### config.mk
export PLATFORM = sky130hd
export DESIGN_NAME = requant_packer
export DESIGN_NICKNAME = d
export VERILOG_FILES = /design/src/rtl/quant_pkg.sv /design/src/rtl/requant_stage.sv /design/src/rtl/requant_packer.sv
export SDC_FILE = /design/constraint.sdc
export NUM_CORES = 2
export LEC_CHECK = 0
export ABC_AREA = 1
export BUFFER_PORTS_ARGS = -buffer_cell sky130_fd_sc_hd__buf_2
export CORE_AREA = 2 2 260 210
export DETAILED_ROUTE_END_ITERATION = 7
export DIE_AREA = 0 0 262 212
export PLACE_DENSITY = 0.86
export SETUP_SLACK_MARGIN = 0.5
export SLEW_MARGIN = 20
export SYNTH_ARGS = -nofsm -noshare
export SYNTH_HDL_FRONTEND = slang
export SYNTH_HIERARCHICAL = 1
export SYNTH_SLANG_ARGS = --single-unit
### constraint.sdc
create_clock -name clk -period 6.12 [get_ports clk]
set_input_delay 0.306 -clock clk [delete_from_list [all_inputs] [get_ports clk]]
set_output_delay 0.306 -clock clk [all_outputs]
set_load 0.03 [all_outputs]
### src/rtl/quant_pkg.sv
`default_nettype none
// ============================================================================
// Module      : quant_pkg
// Description : Shared precision encoding, clamp bounds and the saturating
//               clamp helper used by the requantisation back end and by
//               mac_unit users.
// Revision    : 1.0 - initial release
// ============================================================================
package quant_pkg;

    // Precision encoding shared with the MAC array. Code 3 is treated as BIN.
    typedef enum logic [1:0] {
        PREC_INT8 = 2'd0,
        PREC_INT4 = 2'd1,
        PREC_BIN  = 2'd2
    } prec_e;

    localparam longint INT8_MIN = -128;
    localparam longint INT8_MAX = 127;
    localparam longint INT4_MIN = -8;
    localparam longint INT4_MAX = 7;

    // Clamp a rounded, shifted value to the target precision.
    // INT8/INT4 return the two's-complement result in the low bits.
    // BIN returns 1 in bit 0 when the value is non-negative.
    function automatic logic [7:0] sat_clamp(input logic signed [63:0] v,
                                             input logic [1:0]         p);
        logic [7:0] res;
        res = 8'h00;
        if (p == PREC_INT8) begin
            if (v > INT8_MAX)      res = 8'h7F;
            else if (v < INT8_MIN) res = 8'h80;
            else                   res = v[7:0];
        end else if (p == PREC_INT4) begin
            if (v > INT4_MAX)      res = 8'h07;
            else if (v < INT4_MIN) res = 8'hF8;
            else                   res = v[7:0];
        end else begin
            res = {7'b0, ~v[63]};
        end
        return res;
    endfunction

endpackage
`default_nettype wire

### src/rtl/requant_stage.sv
`default_nettype none
// ============================================================================
// Module      : requant_stage
// Description : Pipeline stages 1 and 2 of the requantiser. S1 multiplies the
//               signed accumulator by the unsigned scale; S2 rounds (half
//               toward +inf), arithmetic-shifts and clamps to the precision.
//               Both stages advance only when en is high.
//   Ports: clk, rst         clock / synchronous active-high reset
//          en               global pipeline advance
//          in_valid/acc/last  element entering S1
//          scale_m          multiplier used by S1
//          shift, prec      shift/precision used by S2
//          s2_valid/val/last  S2 result presented to the packer
//          sat_count        saturation counter
//   Optional feature: REQUANT_SAT_CNT_EN enables the saturation counter;
//   otherwise sat_count is tied to zero.
// Revision    : 1.0 - initial release
// ============================================================================
module requant_stage
    import quant_pkg::*;
#(
    parameter int ACC_W   = 32,
    parameter int SCALE_W = 16,
    parameter int SHIFT_W = 5
) (
    input  logic               clk,
    input  logic               rst,
    input  logic               en,
    input  logic               in_valid,
    input  logic [ACC_W-1:0]   in_acc,
    input  logic               in_last,
    input  logic [SCALE_W-1:0] scale_m,
    input  logic [SHIFT_W-1:0] shift,
    input  logic [1:0]         prec,
    output logic               s2_valid,
    output logic [7:0]         s2_val,
    output logic               s2_last,
    output logic [15:0]        sat_count
);

    localparam int P_W = ACC_W + SCALE_W + 1;

    logic signed [P_W-1:0] w_acc_x;
    logic signed [P_W-1:0] w_scl_x;
    logic signed [P_W-1:0] w_prod;
    logic signed [P_W-1:0] w_rnd;
    logic signed [P_W-1:0] w_r;
    logic signed [63:0]    w_r64;
    logic [7:0]            w_val;

    logic                  r_v1;
    logic signed [P_W-1:0] r_p;
    logic                  r_last1;
    logic                  r_v2;
    logic [7:0]            r_val;
    logic                  r_last2;

    // Operands are widened to the full product width so the product is exact.
    assign w_acc_x = {{(P_W-ACC_W){in_acc[ACC_W-1]}}, in_acc};
    assign w_scl_x = {{(P_W-SCALE_W){1'b0}}, scale_m};
    assign w_prod  = w_acc_x * w_scl_x;

    // Adding half an LSB before the arithmetic shift rounds half toward +inf.
    assign w_rnd = (shift == '0) ? '0
                 : ({{(P_W-1){1'b0}}, 1'b1} << (shift - 1'b1));
    assign w_r   = (r_p + w_rnd) >>> shift;
    assign w_r64 = {{(64-P_W){w_r[P_W-1]}}, w_r};
    assign w_val = sat_clamp(w_r64, prec);

    always_ff @(posedge clk) begin
        if (rst) begin
            r_v1    <= 1'b0;
            r_p     <= '0;
            r_last1 <= 1'b0;
            r_v2    <= 1'b0;
            r_val   <= '0;
            r_last2 <= 1'b0;
        end else if (en) begin
            r_v1    <= in_valid;
            r_p     <= w_prod;
            r_last1 <= in_last;
            r_v2    <= r_v1;
            r_val   <= w_val;
            r_last2 <= r_last1;
        end
    end

    assign s2_valid = r_v2;
    assign s2_val   = r_val;
    assign s2_last  = r_last2;

`ifdef REQUANT_SAT_CNT_EN
    logic        w_sat;
    logic        r_sat;
    logic [15:0] r_sat_cnt;

    assign w_sat = ((prec == PREC_INT8) && ((w_r64 > INT8_MAX) || (w_r64 < INT8_MIN)))
                || ((prec == PREC_INT4) && ((w_r64 > INT4_MAX) || (w_r64 < INT4_MIN)));

    // Counted as the element leaves S2 so a stalled element is counted once.
    always_ff @(posedge clk) begin
        if (rst) begin
            r_sat     <= 1'b0;
            r_sat_cnt <= 16'd0;
        end else if (en) begin
            r_sat <= w_sat;
            if (r_v2 && r_sat && (r_sat_cnt != 16'hFFFF))
                r_sat_cnt <= r_sat_cnt + 16'd1;
        end
    end

    assign sat_count = r_sat_cnt;
`else
    assign sat_count = 16'd0;
`endif

endmodule
`default_nettype wire

### src/rtl/requant_packer.sv
`default_nettype none
// ============================================================================
// Module      : requant_packer
// Description : Requantisation back end. Scales, rounds, shifts and clamps
//               signed accumulator elements to INT8/INT4/BIN and packs them
//               into bytes (1, 2 or 8 elements per byte). 3-stage pipeline,
//               valid/ready on both sides.
//   Ports: clk, rst                 clock / synchronous active-high reset
//          prec, scale_m, shift     configuration, latched at packet start
//          in_valid/ready/acc/last  accumulator element stream
//          out_valid/ready/data/last packed byte stream
//          busy                     packet in progress
//          sat_count                saturation counter
//   Optional feature: REQUANT_SAT_CNT_EN enables the saturation counter.
// Revision    : 1.0 - initial release
// ============================================================================
module requant_packer
    import quant_pkg::*;
#(
    parameter int ACC_W   = 32,
    parameter int SCALE_W = 16,
    parameter int SHIFT_W = 5,
    parameter int OUT_W   = 8
) (
    input  logic               clk,
    input  logic               rst,
    input  logic [1:0]         prec,
    input  logic [SCALE_W-1:0] scale_m,
    input  logic [SHIFT_W-1:0] shift,
    input  logic               in_valid,
    output logic               in_ready,
    input  logic [ACC_W-1:0]   in_acc,
    input  logic               in_last,
    output logic               out_valid,
    input  logic               out_ready,
    output logic [OUT_W-1:0]   out_data,
    output logic               out_last,
    output logic               busy,
    output logic [15:0]        sat_count
);

    logic               w_en;
    logic               w_accept;
    logic [SCALE_W-1:0] w_scale;

    logic               r_busy;
    logic [1:0]         r_cfg_prec;
    logic [SCALE_W-1:0] r_cfg_scale;
    logic [SHIFT_W-1:0] r_cfg_shift;

    logic               w_s2_valid;
    logic [7:0]         w_s2_val;
    logic               w_s2_last;

    logic [OUT_W-1:0]   w_field;
    logic [OUT_W-1:0]   w_byte;
    logic [2:0]         w_step;
    logic               w_full;

    logic               r_out_valid, w_out_valid_nxt;
    logic [OUT_W-1:0]   r_out_data,  w_out_data_nxt;
    logic               r_out_last,  w_out_last_nxt;
    logic [2:0]         r_pos,       w_pos_nxt;
    logic [OUT_W-1:0]   r_part,      w_part_nxt;

    assign w_en     = !r_out_valid || out_ready;
    assign in_ready = w_en;
    assign w_accept = in_valid && w_en;

    // The first element of a packet is multiplied in the cycle it is
    // accepted, before the latched copy exists, so it uses the live scale.
    // S2 runs a cycle later and always sees the latched shift/precision.
    assign w_scale = r_busy ? r_cfg_scale : scale_m;

    always_ff @(posedge clk) begin
        if (rst) begin
            r_busy      <= 1'b0;
            r_cfg_prec  <= 2'd0;
            r_cfg_scale <= '0;
            r_cfg_shift <= '0;
        end else if (w_accept && !r_busy) begin
            r_busy      <= 1'b1;
            r_cfg_prec  <= prec;
            r_cfg_scale <= scale_m;
            r_cfg_shift <= shift;
        end else if (r_out_valid && out_ready && r_out_last) begin
            r_busy      <= 1'b0;
        end
    end

    requant_stage #(
        .ACC_W   (ACC_W),
        .SCALE_W (SCALE_W),
        .SHIFT_W (SHIFT_W)
    ) u_requant_stage (
        .clk       (clk),
        .rst       (rst),
        .en        (w_en),
        .in_valid  (in_valid),
        .in_acc    (in_acc),
        .in_last   (in_last),
        .scale_m   (w_scale),
        .shift     (r_cfg_shift),
        .prec      (r_cfg_prec),
        .s2_valid  (w_s2_valid),
        .s2_val    (w_s2_val),
        .s2_last   (w_s2_last),
        .sat_count (sat_count)
    );

    // Packer: each element is a field of 8, 4 or 1 bits OR-ed in at r_pos.
    always_comb begin
        w_field = {{(OUT_W-1){1'b0}}, w_s2_val[0]};
        w_step  = 3'd1;
        w_full  = (r_pos == 3'd7);
        if (r_cfg_prec == PREC_INT8) begin
            w_field = w_s2_val;
            w_step  = 3'd0;
            w_full  = 1'b1;
        end else if (r_cfg_prec == PREC_INT4) begin
            w_field = {4'b0, w_s2_val[3:0]};
            w_step  = 3'd4;
            w_full  = (r_pos == 3'd4);
        end
    end

    assign w_byte = r_part | (w_field << r_pos);

    always_comb begin
        w_out_valid_nxt = r_out_valid;
        w_out_data_nxt  = r_out_data;
        w_out_last_nxt  = r_out_last;
        w_pos_nxt       = r_pos;
        w_part_nxt      = r_part;
        if (w_en) begin
            w_out_valid_nxt = 1'b0;
            if (w_s2_valid) begin
                if (w_full || w_s2_last) begin
                    // Unused upper bits of a short final byte stay zero.
                    w_out_valid_nxt = 1'b1;
                    w_out_data_nxt  = w_byte;
                    w_out_last_nxt  = w_s2_last;
                    w_pos_nxt       = 3'd0;
                    w_part_nxt      = '0;
                end else begin
                    w_part_nxt      = w_byte;
                    w_pos_nxt       = r_pos + w_step;
                end
            end
        end
    end

    always_ff @(posedge clk) begin
        if (rst) begin
            r_out_valid <= 1'b0;
            r_out_data  <= '0;
            r_out_last  <= 1'b0;
            r_pos       <= 3'd0;
            r_part      <= '0;
        end else begin
            r_out_valid <= w_out_valid_nxt;
            r_out_data  <= w_out_data_nxt;
            r_out_last  <= w_out_last_nxt;
            r_pos       <= w_pos_nxt;
            r_part      <= w_part_nxt;
        end
    end

    assign out_valid = r_out_valid;
    assign out_data  = r_out_data;
    assign out_last  = r_out_last;
    assign busy      = r_busy;

endmodule
`default_nettype wire

# Word level (Yosys, flattened, before mapping)
# Cells that the tools add are included.
[op_classes] add_sub_neg=3 n_mul=1 div=0 magnitude_cmp=4 n_eq_ne=3 shifts=3 n_mux=20 bitwise_logic=2 reduce_logical=13
[op_table] operator="8-bit two-way mux" n=8
[op_table] operator="49-bit adder" n=1
[op_table] operator="49-bit by 4-bit > comparator with 1-bit output, second input constant" n=1
[op_table] operator="49-bit by 8-bit > comparator with 1-bit output, second input constant" n=1
[op_table] operator="49-bit by 4-bit < comparator with 1-bit output, second input constant" n=1
[op_table] operator="49-bit by 8-bit < comparator with 1-bit output, second input constant" n=1
[op_table] operator="32-bit by 17-bit multiplier with 49-bit output" n=1
[op_table] operator="49-bit two-way mux" n=1
[op_table] operator="1-bit by 5-bit << shifter with 49-bit output, first input constant" n=1
[op_table] operator="49-bit by 5-bit >>> shifter with 49-bit output" n=1
[op_table] operator="16-bit two-way mux" n=1
[op_table] operator="3-bit two-way mux" n=3
[op_table] operator="8-bit bitwise OR" n=1
[op_table] operator="8-bit by 3-bit << shifter with 8-bit output" n=1
[op_table] operator="3-bit == test, second input constant" n=2
[op_table] operator="1-bit two-way mux" n=6
[op_table] operator="5-bit logical NOT" n=1
[op_table] operator="5-bit by 1-bit subtractor with 5-bit output, second input constant" n=1
[op_table] operator="1-bit logical AND" n=4
[op_table] operator="4-bit two-way mux" n=1
[op_table] operator="3-bit adder" n=1
[op_table] operator="3-bit AND reduction" n=1
[op_table] operator="2-bit by 1-bit == test with 1-bit output, second input constant" n=1
[op_table] operator="1-bit logical NOT" n=2
[op_table] operator="other kinds (5)" n=6
[totals] reg_bits=106 latchBits=0 ram_bits=0 rom_bits=0 input_bits=60 out_inout_bits=28 wordCells=64 n_memories=0

# Depth between registers and ports, before layout
[depth] ltp_word=10 ltp_mapped=43 depth_no_buf=40

# By module
# The synthesis kept the hierarchy.
[modules_own_cells] module="requant_stage" n_inst=1 cells_per_inst=4526 area_each_um2=29299.4 seq_area_each_um2=1221.2
[modules_own_cells] module="requant_packer" n_inst=1 cells_per_inst=319 area_each_um2=2192.1 seq_area_each_um2=900.9

# Worst setup path after synthesis
# No wires, ideal clock.
[synth_timing] kind="flip-flop to flip-flop" from="reg r_busy (netlist: busy)" to="reg u_requant_stage.r_p[44]" setup_time_ps=113 arrival_ps=6906 t_required_ps=6007 setup_slack_ps=-899 stages_incl_launch_ff=35 n_path_buf=3 cell_sequence="dfxtp_1 -> clkbuf_1 -> clkbuf_1 -> nand2_1 -> o21ai_0 -> clkbuf_1 -> nand2_1 -> fa_1 -> inv_1 -> fa_1 -> inv_1 -> fa_1 -> inv_1 -> fa_1 -> inv_1 -> fa_1 -> inv_1 -> fa_1 -> ha_1 -> nand2_1 -> o21ai_0 -> a21oi_1 -> o21ai_1 -> nand3_1 -> nand2_1 -> nand4_1 -> nand2_1 -> nand2_1 -> nand2_1 -> a21boi_1 -> o21ai_0 -> a21oi_1 -> xnor2_1 -> o21ai_1 -> inv_1"
[synth_via] elab_chain_cells=2
[synth_lines] item="from (decl)" line="requant_packer.sv:46" text="logic r_busy;"
[synth_lines] item="from (signal assigned)" line="requant_packer.sv:77" text="r_busy <= 1'b0;"
[synth_lines] item="from (signal assigned)" line="requant_packer.sv:82" text="r_busy <= 1'b1;"
[synth_lines] item="from (signal assigned)" line="requant_packer.sv:87" text="r_busy <= 1'b0;"
[synth_lines] item="16-bit two-way mux" line="requant_packer.sv:73" text="assign w_scale = r_busy ? r_cfg_scale : scale_m;"
[synth_lines] item="net w_scale[7]" line="requant_packer.sv:44" text="logic [SCALE_W-1:0] w_scale;"
[synth_lines] item="32-bit by 17-bit multiplier with 49-bit output" line="requant_stage.sv:61" text="assign w_prod = w_acc_x * w_scl_x;"
[synth_lines] item="to (signal assigned)" line="requant_stage.sv:80" text="r_p <= w_prod;"
[synth_lines] item="to (decl)" line="requant_stage.sv:52" text="logic signed [P_W-1:0] r_p;"
# The timed path passes the listed nets, and every way through them passes these cells.
# A chain may end at the register's enable or synchronous reset.

# Final worst setup path
[layout_timing] from="reg r_busy (netlist: busy)" to="reg u_requant_stage.r_p[30]"
# Same word-level chain as after synthesis.

==> out/qor.csv <==
metric;value;unit
outcome;finished with violations;
violations;setup timing;
drv_cap;0;
worstSkewPairLatency;0.40;ns
ff_latch_area;2140;µm²
cts_buffer_depth;2;
gr-total-overflow;0;
ctsRootBufferMaster;clkbuf_16;
yosys_register_bits;106;
drive_gt1_frac;0.137;
dr_total_vias;31858;
cts_hold_buf;0;
post-route-min-period;6.71;ns
numCtsBuffers;9;
post-route-util;0.668;
critPathKind;register to register;
post_drt_wl_per_cell;17.6;µm
worstPathArrival;6.99;ns
ys.warnings.count;6;
slew-limit-headroom;0.243;
port_buffers;71;
min_period_over_period;1.10;
viasPerCell;5.58;
ctsHtreeMaxLevel;3;
die-width;262;µm
core;53300;µm²
grt_pass1_vias;31061;
max_slew.worst_pin.slew;1.14;ns
antenna_found_initial;4;
postRouteWirelength;101;mm
max_stage_delay;0.55;ns
place_congestion;1.01;
detail_route.iter0.violations;3525;
cts_tree;built;
placed_area;34100;µm²
place_hpwl;79.1;mm
startpoint_type;register;
path_clk_slew;0.08;ns
setup_ws;-0.594;ns
design_area;35600;µm²
layout.nets;5705;
first_pass_iters;8;
syn-cell-area;31500;µm²
multi_input_area;25200;µm²
cp-end-kind;register;
route.detailed.drc;0;
ant_nets;0;
worstPathRequired;6.40;ns
worst_path_max_delay_cell;fa_1;
track_usage;0.358;
finalMaxSlewViolations;0;
fin_skew;0.0283;ns
rsz0062_at_grt;yes;
ioPinCount;88;
die-height;212;µm
dieArea;55500;µm²
setup_tns;-10.56;ns
syn_inst;4845;
grt_pass1_wl;157;mm
critPathMaxFanout;7;
start_util;0.591;
cts_sinks;106;
syn_to_final_growth;13.0;%
setup_viol;27;
num_rows;76;
ys_seq_area_frac;0.0674;
grt_max_degree;86;
syn-mean-instance-area;6.50;µm²
hold_class;input pin to register;
ys_types;46;
cp_common_cell;fa_1;
max_freq;149;MHz
finalHoldViolCount;0;
fill_cells;4379;
cells by family after synthesis:
kind of cell | Yosys count | share of synthesized area
simple gates | 2397 | 0.328
buf+inv | 1326 | 0.163
fa+ha+maj | 641 | 0.371
compound gates | 308 | 0.0521
flops | 106 | 0.0674
xor+xnor | 66 | 0.0184
other cells | 1 | 0.000119
layout make-up:
| type | count | share of cell area |
|---|---|---|
| flip-flops and latches | 106 | 0.0600 |
| well taps | 702 | 0.0247 |
| repair buffers | 375 | 0.0839 |
| multi-input cells | 3429 | 0.708 |
| clock inverters | 7 | 0.00264 |
| diodes | 1 | 0.0000703 |
| clock buffers | 9 | 0.00633 |
| inverters | 1083 | 0.114 |
cell usage after synthesis (all sizes together):
cell type,number,area share
a21boi,1,0.00024
a21oi,129,0.021
a22oi,1,0.00024
a31o,1,0.00028
a31oi,18,0.0036
and2,2,0.00048
buf,91,0.016
clkbuf,152,0.018
clkinv,3,0.00036
conb,1,0.00012
dfxtp,106,0.067
fa,490,0.31
ha,151,0.060
inv,1080,0.13
nand2,1432,0.17
nand3,611,0.11
nand3b,6,0.0014
nand4,29,0.0058
nor2,298,0.038
nor3,7,0.0014
nor3b,1,0.00024
nor4,2,0.00040
o211ai,11,0.0026
o21a,6,0.0014
o21ai,133,0.021
o21bai,4,0.00095
o221ai,2,0.00056
o31ai,2,0.00048
or2,9,0.0018
xnor2,24,0.0067
xor2,42,0.012
final timing paths:
| kind | startpoint | end | slack, ns | depth (start not counted) |
|---|---|---|---|---|
| worst min-delay path | scale_m[1] | r_cfg_scale[1]$_SDFFE_PP0P_ | 0.18 | 3 |
| worst max register to register | busy$_SDFFE_PP0P_ | u_requant_stage/r_p[30]$_SDFFE_PP0P_ | -0.59 | 35 |
| worst min register to register | r_part[2]$_SDFFE_PP0P_ | r_part[2]$_SDFFE_PP0P_ | 0.46 | 2 |
| worst max-delay path | busy$_SDFFE_PP0P_ | u_requant_stage/r_p[30]$_SDFFE_PP0P_ | -0.59 | 35 |
critical path, delay by kind of cell, from the launching register on:
| family | cells | cell delay, ns |
|---|---|---|
| AO/OA/AOI/OAI | 7 | 0.97 |
| XOR/XNOR | 1 | 0.16 |
| adder cells (fa/ha/maj) | 7 | 3.33 |
| AND/OR/NAND/NOR | 6 | 0.44 |
| flip-flops | 1 | 0.36 |
| buffers and inverters | 14 | 1.32 |
layout by cell type, fill, tap and decap left out, types with 4 or more instances in the layout:
cell type,n
nand2_1,1364
inv_1,1055
nand3_1,545
fa_1,487
buf_4,258
nor2_1,254
ha_1,134
a21oi_1,109
dfxtp_1,100
o21ai_0,80
buf_2,71
nand3_2,66
nand2_2,54
xor2_1,38
nor2_2,35
o21ai_1,31
nand4_1,29
buf_6,26
inv_2,23
xnor2_1,23
a21oi_2,17
conb_1,17
buf_12,16
a31oi_1,15
nand2_4,14
ha_4,14
o21ai_4,13
clkbuf_16,11
o211ai_1,11
o21ai_2,9
nor2_4,9
or2_2,6
nand3b_1,6
o21a_1,6
clkinv_8,4
nor3_2,4
xor2_2,4
state kept, by name (all words and copies together), names as in the netlist:
register / count
u_requant_stage/r_p: 49
r_cfg_scale: 16
out_data: 8
r_part: 8
u_requant_stage/s2_val: 8
r_cfg_shift: 5
r_pos: 3
r_cfg_prec: 2
busy: 1
out_last: 1
out_valid: 1
u_requant_stage/r_last1: 1
u_requant_stage/r_v1: 1
u_requant_stage/s2_last: 1
u_requant_stage/s2_valid: 1
per-layer routing:
metal  routed length (µm)  GRT usage
met2                46200      0.580
met5                   41          0
met3                10400     0.0738
met4                 3540      0.107
met1                40600      0.485
repair_timing:
action	4_1_cts	5_1_grt
resized for setup	19	156
pin swaps	3	79
cloned	0	2
endpoints found under the setup margin	39	43
buffers inserted	10	42
per-stage QoR:
step,hold slack (ns),setup WS [ns],cells
after floorplan,0.365,-0.103,4861
after global placement,0.440,-0.381,5641
after detailed placement,0.452,-0.479,5641
after CTS,0.170,-0.360,5667
after global routing,0.189,-0.875,5711
final,0.178,-0.594,5712
Power is left out: the tool's default activity adds up to more than one toggle a clock period on the data nets, which glitch-free logic cannot reach.
